$ cat src/rtl/thinpad_mem_pkg.sv
`default_nettype none
// ============================================================================
//  Module      : thinpad_mem_pkg
//  Description : Shared definitions for the SRAM port arbiter: access
//                sequencer state encodings, port-owner encoding and the
//                default board SRAM address width.
//  Revision    : 1.0  initial release
// ============================================================================
package thinpad_mem_pkg;

  localparam int SRAM_ADDR_W = 18;

  typedef enum logic [2:0] {
    ST_IDLE     = 3'd0,
    ST_RD       = 3'd1,
    ST_WR_SETUP = 3'd2,
    ST_WR_PULSE = 3'd3,
    ST_WR_HOLD  = 3'd4
  } seq_state_t;

  typedef enum logic {
    OWNER_IF  = 1'b0,
    OWNER_MEM = 1'b1
  } owner_t;

endpackage
`default_nettype wire

$ cat src/rtl/sram_access_seq.sv
`default_nettype none
// ============================================================================
//  Module      : sram_access_seq
//  Description : Timing sequencer for one SRAM access. Holds the access FSM,
//                the registered SRAM strobes, address, write data and the
//                read-data capture register.
//  Ports       : clk, rst             clock, synchronous active-high reset
//                start, start_wr      begin an access (write when start_wr=1)
//                addr, wdata          access word address / store data
//                busy                 FSM is not IDLE
//                done                 one-cycle completion pulse (in IDLE)
//                rdata                last captured read data
//                sram_*               board SRAM pins
//  Revision    : 1.0  initial release
// ============================================================================
module sram_access_seq
  import thinpad_mem_pkg::*;
#(
  parameter int READ_WAIT = 1,
  parameter int WR_PULSE  = 1,
  parameter int ADDR_W    = SRAM_ADDR_W
) (
  input  logic              clk,
  input  logic              rst,
  input  logic              start,
  input  logic              start_wr,
  input  logic [15:0]       addr,
  input  logic [15:0]       wdata,
  output logic              busy,
  output logic              done,
  output logic [15:0]       rdata,
  output logic [ADDR_W-1:0] sram_addr,
  output logic [15:0]       sram_dout,
  output logic              sram_doe,
  input  logic [15:0]       sram_din,
  output logic              sram_ce_n,
  output logic              sram_oe_n,
  output logic              sram_we_n
);

  localparam logic [2:0] RD_LAST = 3'(READ_WAIT - 1);
  localparam logic [2:0] WR_LAST = 3'(WR_PULSE - 1);

  seq_state_t state;
  seq_state_t state_nxt;
  logic [2:0] cnt;
  logic       rd_end;

  always_comb begin
    state_nxt = state;
    rd_end    = 1'b0;
    case (state)
      ST_IDLE:     if (start) state_nxt = start_wr ? ST_WR_SETUP : ST_RD;
      ST_RD: begin
        if (cnt == RD_LAST) begin
          state_nxt = ST_IDLE;
          rd_end    = 1'b1;
        end
      end
      ST_WR_SETUP: state_nxt = ST_WR_PULSE;
      ST_WR_PULSE: if (cnt == WR_LAST) state_nxt = ST_WR_HOLD;
      ST_WR_HOLD:  state_nxt = ST_IDLE;
      default:     state_nxt = ST_IDLE;
    endcase
  end

  assign busy = (state != ST_IDLE);

  // Strobes are registered from the next state so that they change on the
  // same edge as the FSM; oe_n and doe belong to disjoint states and so can
  // never be active together.
  always_ff @(posedge clk) begin
    if (rst) begin
      state     <= ST_IDLE;
      cnt       <= 3'd0;
      done      <= 1'b0;
      rdata     <= 16'h0000;
      sram_addr <= '0;
      sram_dout <= 16'h0000;
      sram_doe  <= 1'b0;
      sram_ce_n <= 1'b1;
      sram_oe_n <= 1'b1;
      sram_we_n <= 1'b1;
    end else begin
      state     <= state_nxt;
      cnt       <= (state_nxt != state || state == ST_IDLE) ? 3'd0 : cnt + 3'd1;
      done      <= rd_end | (state == ST_WR_HOLD);
      sram_ce_n <= (state_nxt == ST_IDLE);
      sram_oe_n <= (state_nxt != ST_RD);
      sram_we_n <= (state_nxt != ST_WR_PULSE);
      sram_doe  <= (state_nxt == ST_WR_SETUP) || (state_nxt == ST_WR_PULSE) ||
                   (state_nxt == ST_WR_HOLD);
      if (state == ST_IDLE && start) begin
        sram_addr <= {{(ADDR_W-16){1'b0}}, addr};
        sram_dout <= wdata;
      end
      if (rd_end) rdata <= sram_din;
    end
  end

endmodule
`default_nettype wire

$ cat src/rtl/sram_port_arbiter.sv
`default_nettype none
// ============================================================================
//  Module      : sram_port_arbiter
//  Description : Shares the single 16-bit board SRAM port between the
//                instruction-fetch (IF) and MEM stages. Grants in IDLE only,
//                priority mem_wr > mem_rd > if_req; the owner is latched at
//                grant. mem_conflict tells the front-end to stall IF.
//  Ports       : clk, rst                       clock, sync active-high reset
//                if_req/if_addr/if_rdata/if_valid   fetch interface
//                mem_rd/mem_wr/mem_addr/mem_wdata/mem_rdata/mem_valid
//                                               load/store interface
//                mem_conflict                   IF stall (combinational)
//                sram_addr/dout/doe/din/ce_n/oe_n/we_n   SRAM pins
//                conflict_cnt                   saturating count of conflict
//                                               cycles (only when the macro
//                                               ARB_CONFLICT_CNT_EN is defined)
//  Revision    : 1.0  initial release
// ============================================================================
module sram_port_arbiter
  import thinpad_mem_pkg::*;
#(
  parameter int READ_WAIT = 1,
  parameter int WR_PULSE  = 1,
  parameter int ADDR_W    = SRAM_ADDR_W
) (
  input  logic              clk,
  input  logic              rst,
  input  logic              if_req,
  input  logic [15:0]       if_addr,
  output logic [15:0]       if_rdata,
  output logic              if_valid,
  input  logic              mem_rd,
  input  logic              mem_wr,
  input  logic [15:0]       mem_addr,
  input  logic [15:0]       mem_wdata,
  output logic [15:0]       mem_rdata,
  output logic              mem_valid,
  output logic              mem_conflict,
`ifdef ARB_CONFLICT_CNT_EN
  output logic [15:0]       conflict_cnt,
`endif
  output logic [ADDR_W-1:0] sram_addr,
  output logic [15:0]       sram_dout,
  output logic              sram_doe,
  input  logic [15:0]       sram_din,
  output logic              sram_ce_n,
  output logic              sram_oe_n,
  output logic              sram_we_n
);

  logic        busy;
  logic        done;
  logic        start;
  logic        mem_any;
  logic [15:0] acc_addr;
  logic [15:0] rdata;
  owner_t      owner;

  assign mem_any  = mem_rd | mem_wr;
  assign start    = !busy && (mem_any || if_req);
  assign acc_addr = mem_any ? mem_addr : if_addr;

  // Owner only changes on a grant, so it still names the finished access in
  // the completion cycle even if a new grant is made in that same cycle.
  always_ff @(posedge clk) begin
    if (rst)        owner <= OWNER_IF;
    else if (start) owner <= mem_any ? OWNER_MEM : OWNER_IF;
  end

  assign if_valid     = done && (owner == OWNER_IF);
  assign mem_valid    = done && (owner == OWNER_MEM);
  assign if_rdata     = rdata;
  assign mem_rdata    = rdata;
  assign mem_conflict = if_req && (mem_any || (busy && owner == OWNER_MEM));

`ifdef ARB_CONFLICT_CNT_EN
  always_ff @(posedge clk) begin
    if (rst)                                      conflict_cnt <= 16'h0000;
    else if (mem_conflict && conflict_cnt != 16'hFFFF) conflict_cnt <= conflict_cnt + 16'h0001;
  end
`endif

  sram_access_seq #(
    .READ_WAIT (READ_WAIT),
    .WR_PULSE  (WR_PULSE),
    .ADDR_W    (ADDR_W)
  ) u_seq (
    .clk       (clk),
    .rst       (rst),
    .start     (start),
    .start_wr  (mem_wr),
    .addr      (acc_addr),
    .wdata     (mem_wdata),
    .busy      (busy),
    .done      (done),
    .rdata     (rdata),
    .sram_addr (sram_addr),
    .sram_dout (sram_dout),
    .sram_doe  (sram_doe),
    .sram_din  (sram_din),
    .sram_ce_n (sram_ce_n),
    .sram_oe_n (sram_oe_n),
    .sram_we_n (sram_we_n)
  );

endmodule
`default_nettype wire

$ cat config.mk
export PLATFORM = sky130hd
export DESIGN_NAME = sram_port_arbiter
export DESIGN_NICKNAME = d
export VERILOG_FILES = /design/src/rtl/thinpad_mem_pkg.sv /design/src/rtl/sram_access_seq.sv /design/src/rtl/sram_port_arbiter.sv
export SDC_FILE = /design/constraint.sdc
export NUM_CORES = 1
export LEC_CHECK = 0
export CAP_MARGIN = 20
export CORE_MARGIN = 2
export CORE_UTILIZATION = 39
export CTS_CLUSTER_DIAMETER = 150
export DETAILED_ROUTE_END_ITERATION = 7
export HOLD_SLACK_MARGIN = 0.12
export MAX_ROUTING_LAYER = met4
export PLACE_DENSITY_LB_ADDON = 0.08
export SLEW_MARGIN = 20
export SYNTH_ARGS = -nofsm -noshare
export SYNTH_HDL_FRONTEND = slang
export SYNTH_HIERARCHICAL = 1
export SYNTH_SLANG_ARGS = --single-unit
$ cat constraint.sdc
create_clock -name clk -period 2.3 [get_ports clk]
set_input_delay 0.69 -clock clk [delete_from_list [all_inputs] [get_ports clk]]
set_output_delay 0.69 -clock clk [all_outputs]
set_load 0.005 [all_outputs]
Word-level counts from Yosys, hierarchy flattened

Index checks and enable logic that the tools add are counted.

Register bits: 60
Latch bits: 0
RAM bits: 0
ROM bits: 0
Bits of input ports: 69
Output and inout port bits: 73
Word-level logic and storage cells: 51
Memories kept: 0

Add/sub/neg operators: 1
Multiply operators: 0
Divide/modulo/power cells: 0
Magnitude comparators: 0
Equality and inequality tests: 10
Shift operators: 0
Mux-type cells: 9
Bitwise logic cells: 3
Reductions and logical operators: 17

Operators by type and width:

| cell                                                 | count |
|---|---|
| two-way mux 16 bit                                   | 1 |
| equality test 3 x 2 -> 1 bit (second input constant) | 4 |
| one-hot mux 3 bit (4 select lines)                   | 1 |
| logical NOT 3 bit                                    | 3 |
| two-way mux 3 bit                                    | 3 |
| equality test 3 bit (second input constant)          | 2 |
| logical AND 1 bit                                    | 6 |
| logical OR 1 bit                                     | 5 |
| adder 3 x 1 -> 3 bit (second input constant)         | 1 |
| equality test 3 x 1 -> 1 bit (second input constant) | 1 |
| two-way mux 1 bit                                    | 3 |
| != test 3 x 1 -> 1 bit (second input constant)       | 1 |
| != test 3 x 2 -> 1 bit (second input constant)       | 1 |
| != test 3 bit                                        | 1 |
| nonzero test 3 bit                                   | 1 |
| two-way mux 2 bit                                    | 1 |
| bitwise OR 1 bit                                     | 2 |
| OR reduction 2 bit                                   | 1 |
| logical NOT 1 bit                                    | 1 |
| inverter 1 bit                                       | 1 |

Logic depth before layout (Yosys ltp)

Depth in word-level cells: 8
Depth in mapped cells: 8

Cells and area by module

The synthesis kept the hierarchy.

Modules (own cells, without submodules):

| module            | instances | cells each | area each (µm²) | sequential area each (µm²) |
|---|---|---|---|---|
| sram_access_seq   | 1         | 253        | 2258.4          | 1181.1 |
| sram_port_arbiter | 1         | 44         | 435.4           | 20.0 |

Worst setup path after synthesis

OpenSTA, ideal clock, no wires.

Path type: register -> register
From: reg u_seq.state[2]
To: reg u_seq.sram_addr[0]
Data arrival time: 1.798 ns
Required time: 2.168 ns
Path slack: 0.370 ns
Stages on the path, launching flop included: 9
Path buffers: 3
Path through: dfxtp_1 -> buf_2 -> or3_1 -> nor2_1 -> or4b_1 -> clkbuf_1 -> buf_2 -> nand2_1 -> a21oi_1

Word-level cells in the longest chain between the ends: 4
Elaborated cells between the ends (all ways): 5
Those cells by class: reduce/logical (5)

Ends and longest elaborated chain:

| element                | line                    | RTL |
|---|---|---|
| from (decl)            | sram_access_seq.sv:44   | `seq_state_t state;` |
| from (signal assigned) | sram_access_seq.sv:85   | `state <= state_nxt;` |
| nonzero test 3 bit     | sram_access_seq.sv:67   | `assign busy = (state != ST_IDLE);` |
| net busy               | sram_port_arbiter.sv:51 | `logic busy;` |
| logical NOT 1 bit      | sram_port_arbiter.sv:60 | `assign start = !busy && (mem_any \|\| if_req);` |
| logical AND 1 bit      | sram_port_arbiter.sv:60 |  |
| net start              | sram_port_arbiter.sv:53 | `logic start;` |
| logical AND 1 bit      | sram_access_seq.sv:93   | `if (state == ST_IDLE && start) begin` |
| to (signal assigned)   | sram_access_seq.sv:94   | `sram_addr <= {{(ADDR_W-16){1'b0}}, addr};` |
| to (decl)              | sram_access_seq.sv:32   | `output logic [ADDR_W-1:0] sram_addr,` |

The timed path passes the listed nets, and every way through them passes these cells.
A chain may end at the register's enable or synchronous reset.

Worst setup path after layout

From: in if_req
To: out mem_conflict

Word-level cells in the longest chain between the ends: 1

Ends and longest elaborated chain:

| element           | line                    | RTL |
|---|---|---|
| from (decl)       | sram_port_arbiter.sv:28 | `input logic if_req,` |
| logical AND 1 bit | sram_port_arbiter.sv:74 | `assign mem_conflict = if_req && (mem_any \|\| (busy && owner == OWNER_MEM));` |
| to (decl)         | sram_port_arbiter.sv:38 | `output logic mem_conflict,` |

Every way passes these cells.

==> reports/results.txt <==
Status: finished, final reports clean
WP buf/inv: 2
Stages on the worst setup path: 3
Period utilization: 95.10%
Final Util: 62.59%
Static leakage: 1.626 nW
GRT overflow: 0
Mapped Avg Cell Area: 9.070 um2
Root Buffer Master: clkbuf_8
Pre-antenna DRT Iters: 4
Met1 Use GR: 21.40%
Max-Cap Viols: 0
Clock Tree Buf Depth: 2
CTS clk-pin slew, worst paths: 70 ps
CTS Sinks: 60
CP Capture Type: primary output
Post-synthesis cell count: 297
Worst slew margin: 60.46%
Pins Over Slew Limit: 0
Worst endpoint data arrival time: 1500 ps
IO buf count: 139
Complex-gate fraction of the synthesized area: 7.385%
Die area: 7588 um2
Int Pwr: 0.002478 W
Post-layout min period: 2187 ps
Worst path top cell family by delay: buffers and inverters
Sw Share: 30.81%
Hold/Removal Path Class: reg2reg
Synth warn: 6
Worst-path cell chain: clkdlybuf4s50_1 > a21boi_2 > buf_2
Wirelength, routed: 6620 um
1st-iter DRT viols: 87
Register area share after synthesis: 44.59%
# IOs: 142
Rows: 30
Finished Layout Cells: 510
Post-synthesis mux area share: 14.58%
Slowest CP cell: clkdlybuf4s50_1
DP HPWL: 4774 um
Critical Path Start Type: input pin
GRT Total Usage: 18.51%
Die Ht: 87.11 um
Final ANT Viol Nets: 0
Met3 usage: 7.014%
Routed length per placed instance: 12.98 um
Max incr delay on CP: 490 ps
TritonCTS Buffers: 9
Total Nets Final: 496
Adder-cell share of the synthesized area: 0.9289%
Largest net degree at the start of global routing: 69
Hold Crit Depth: 2
Crit-path max FO: 2
Post-synth top area share: 44.59%
Largest family of logic cells by synthesized area: simple AND/OR/NAND/NOR gates
Pwr Density: 846.8 nW/um2
Sequential power share: 38.0%
Clock Latency Late Sink: 320 ps
Dpl cells: 494
Drt via density: 4.716
Diode count: 0
Clk network pwr share: 22.7%
Worst Skew: 7.933 ps
Worst EP required: 1610 ps
Simple-gate share of the synthesized area: 23.22%
XOR/XNOR share of the synthesized area: 0%
Dpl ws: -429.1 ps
RSZ-0062 raised after global routing: false
Total vias in the final route: 2405
Met2 Use GR: 29.70%
Post-synth design cell area: 2694 um2
Area Overhead vs Synth: 56.99%
H-tree depth: 3
Psw: 0.001103 W
Crit Path Category: in2out
Top cells by area, synth: dfxtp_1 (45%), nand2_1 (9.2%), nand2b_1 (8.1%), a21oi_1 (6.1%), mux2i_1 (5.9%)
Fmax: 0.4572 GHz
Initial antenna violation count: 0
R2R depth: 6
Routability cong.: 0.7092
VDD IR max: 0.4717 mV
Core area: 6756 um2
Share of cells above drive strength 1: 12.09%
Library cells used by synthesis: 32
Chip width: 87.11 um
Fin. Hold Viols: 0
Setup ws final: 112.6 ps
DRC viols: 0
Slew @ Worst Pin: 593.1 ps
GRT Max-Usage Layer: met2
Final setup vio count: 0
Flops & latches, synth: 60
CTS tree: built
Area leader, netlist: dfxtp_1
First-pass GRT wire length: 10670 um
Initial Utilization: 39.87%
Combinational Power Share: 39.3%
Number of global-route vias before repair: 2382
[power groups by stage]
stage               Clock [W]  Sequential (W)  Combinational (W)
floorplan                   0         0.00141           0.000653
CTS                  0.000841         0.00136            0.00143
global route         0.000884         0.00139            0.00154
global placement            0         0.00137            0.00141
detailed placement          0         0.00139            0.00142
finish               0.000812         0.00136            0.00141
[routing by layer]
layer	wire length (um)	up-vias	share of wire, %
met5	0	-	0
met4	101	0	1.5
met3	533	8	8.1
met2	3101	90	47
met1	2883	1100	44
li1	-	1207	-
[cells in the mapped netlist]
library cell   n
buf_12         1
a21boi_0       2
ha_1           2
nor4b_2        1
mux2_2        10
nor3_4         1
nor2_4         1
nor4_1         1
buf_2          7
nor3_1         2
mux2_4         8
nor2_1         6
clkbuf_1       8
o32ai_1        1
a21oi_1       33
nand3b_2       1
or3_1          1
nand3_1        1
o311a_1        1
nand2_1       66
mux2i_1       16
conb_1         1
or4b_1         1
nand3b_1       1
dfxtp_1       60
nand2b_1      35
and3_1         1
and2_1         2
nor2b_1        3
inv_1          4
buf_4         18
buf_6          1
[area by class of cell]
| cell class | count | area [um2] |
|---|---|---|
| inverter | 4 | 15.01 |
| fill | 595 | 2527 |
| clock buffer | 11 | 141.4 |
| clock inverter | 5 | 27.53 |
| timing repair buffer | 151 | 1481 |
| multi-input combinational | 199 | 1262 |
| sequential | 60 | 1201 |
| tap | 80 | 100.1 |
[cells in the final DEF, fill, tap and decap left out, types with 2 or more instances in the layout]
cell type and instances:
and2_1 2, clkbuf_8 10, dfxtp_1 60, clkdlybuf4s50_1 135, buf_4 11, conb_1 2, nor3_1 2, dlygate4sd2_1 2
nand2_1 66, nand2b_1 35, nor2b_1 3, inv_1 4, mux2_2 10, a21oi_1 33, mux2_4 8, ha_1 2
buf_2 2, clkinv_2 4, mux2i_1 16, nor2_1 6
[worst paths after layout]
kind	to	slack [ps]	start
min	u_seq/sram_dout[12]	450	u_seq/sram_dout[12]
min reg2reg	u_seq/sram_dout[12]	450	u_seq/sram_dout[12]
max	mem_conflict	110	if_req
max reg2reg	u_seq/sram_addr[11]	400	u_seq/state[0]
[state kept, by name, indices dropped and copies added, names as in the netlist, 3 cells and up]
register and cells:
u_seq/cnt 3, u_seq/rdata 16, u_seq/sram_addr 16, u_seq/sram_dout 16, u_seq/state 3
[cells by family (layout without fill, tap and decap cells)]
logic type	Yosys count	in the layout
DFF	60	60
muxes	34	34
other	1	2
buffers and inverters	39	171
and+or+nand+nor	124	124
adders and majority gates	2	2
AOI/OAI and AO/OA	37	37
[stage by stage]
stage	hold WS (ps)	TNS (ps)	power [W]	area (um2)
floorplan	417.3	0	0.002062	2698
global placement	429.7	-7507	0.002780	4064
detailed placement	448.3	-7419	0.002805	4064
CTS	456.5	0	0.003632	4235
global route	468.6	0	0.003814	4229
finish	451.9	0	0.003581	4229
[repair_timing]
| item | 4_1_cts | 5_1_grt |
|---|---|---|
| setup buffers | 0 | 0 |
| gates resized for setup | 7 | 1 |
| endpoints found under the setup margin | 1 | 1 |
| hold buffers | 0 | 0 |
| hold endpoints to repair | 0 | 0 |
[worst reg2reg max path, stage by stage, from the launching register on]
cell	delay (ps)
dfxtp_1	310
or3_1	440
nor2_1	150
or4b_1	480
buf_4	220
nand2_1	80
a21oi_1	70
Note: power is estimated with default switching activity, not from simulation.
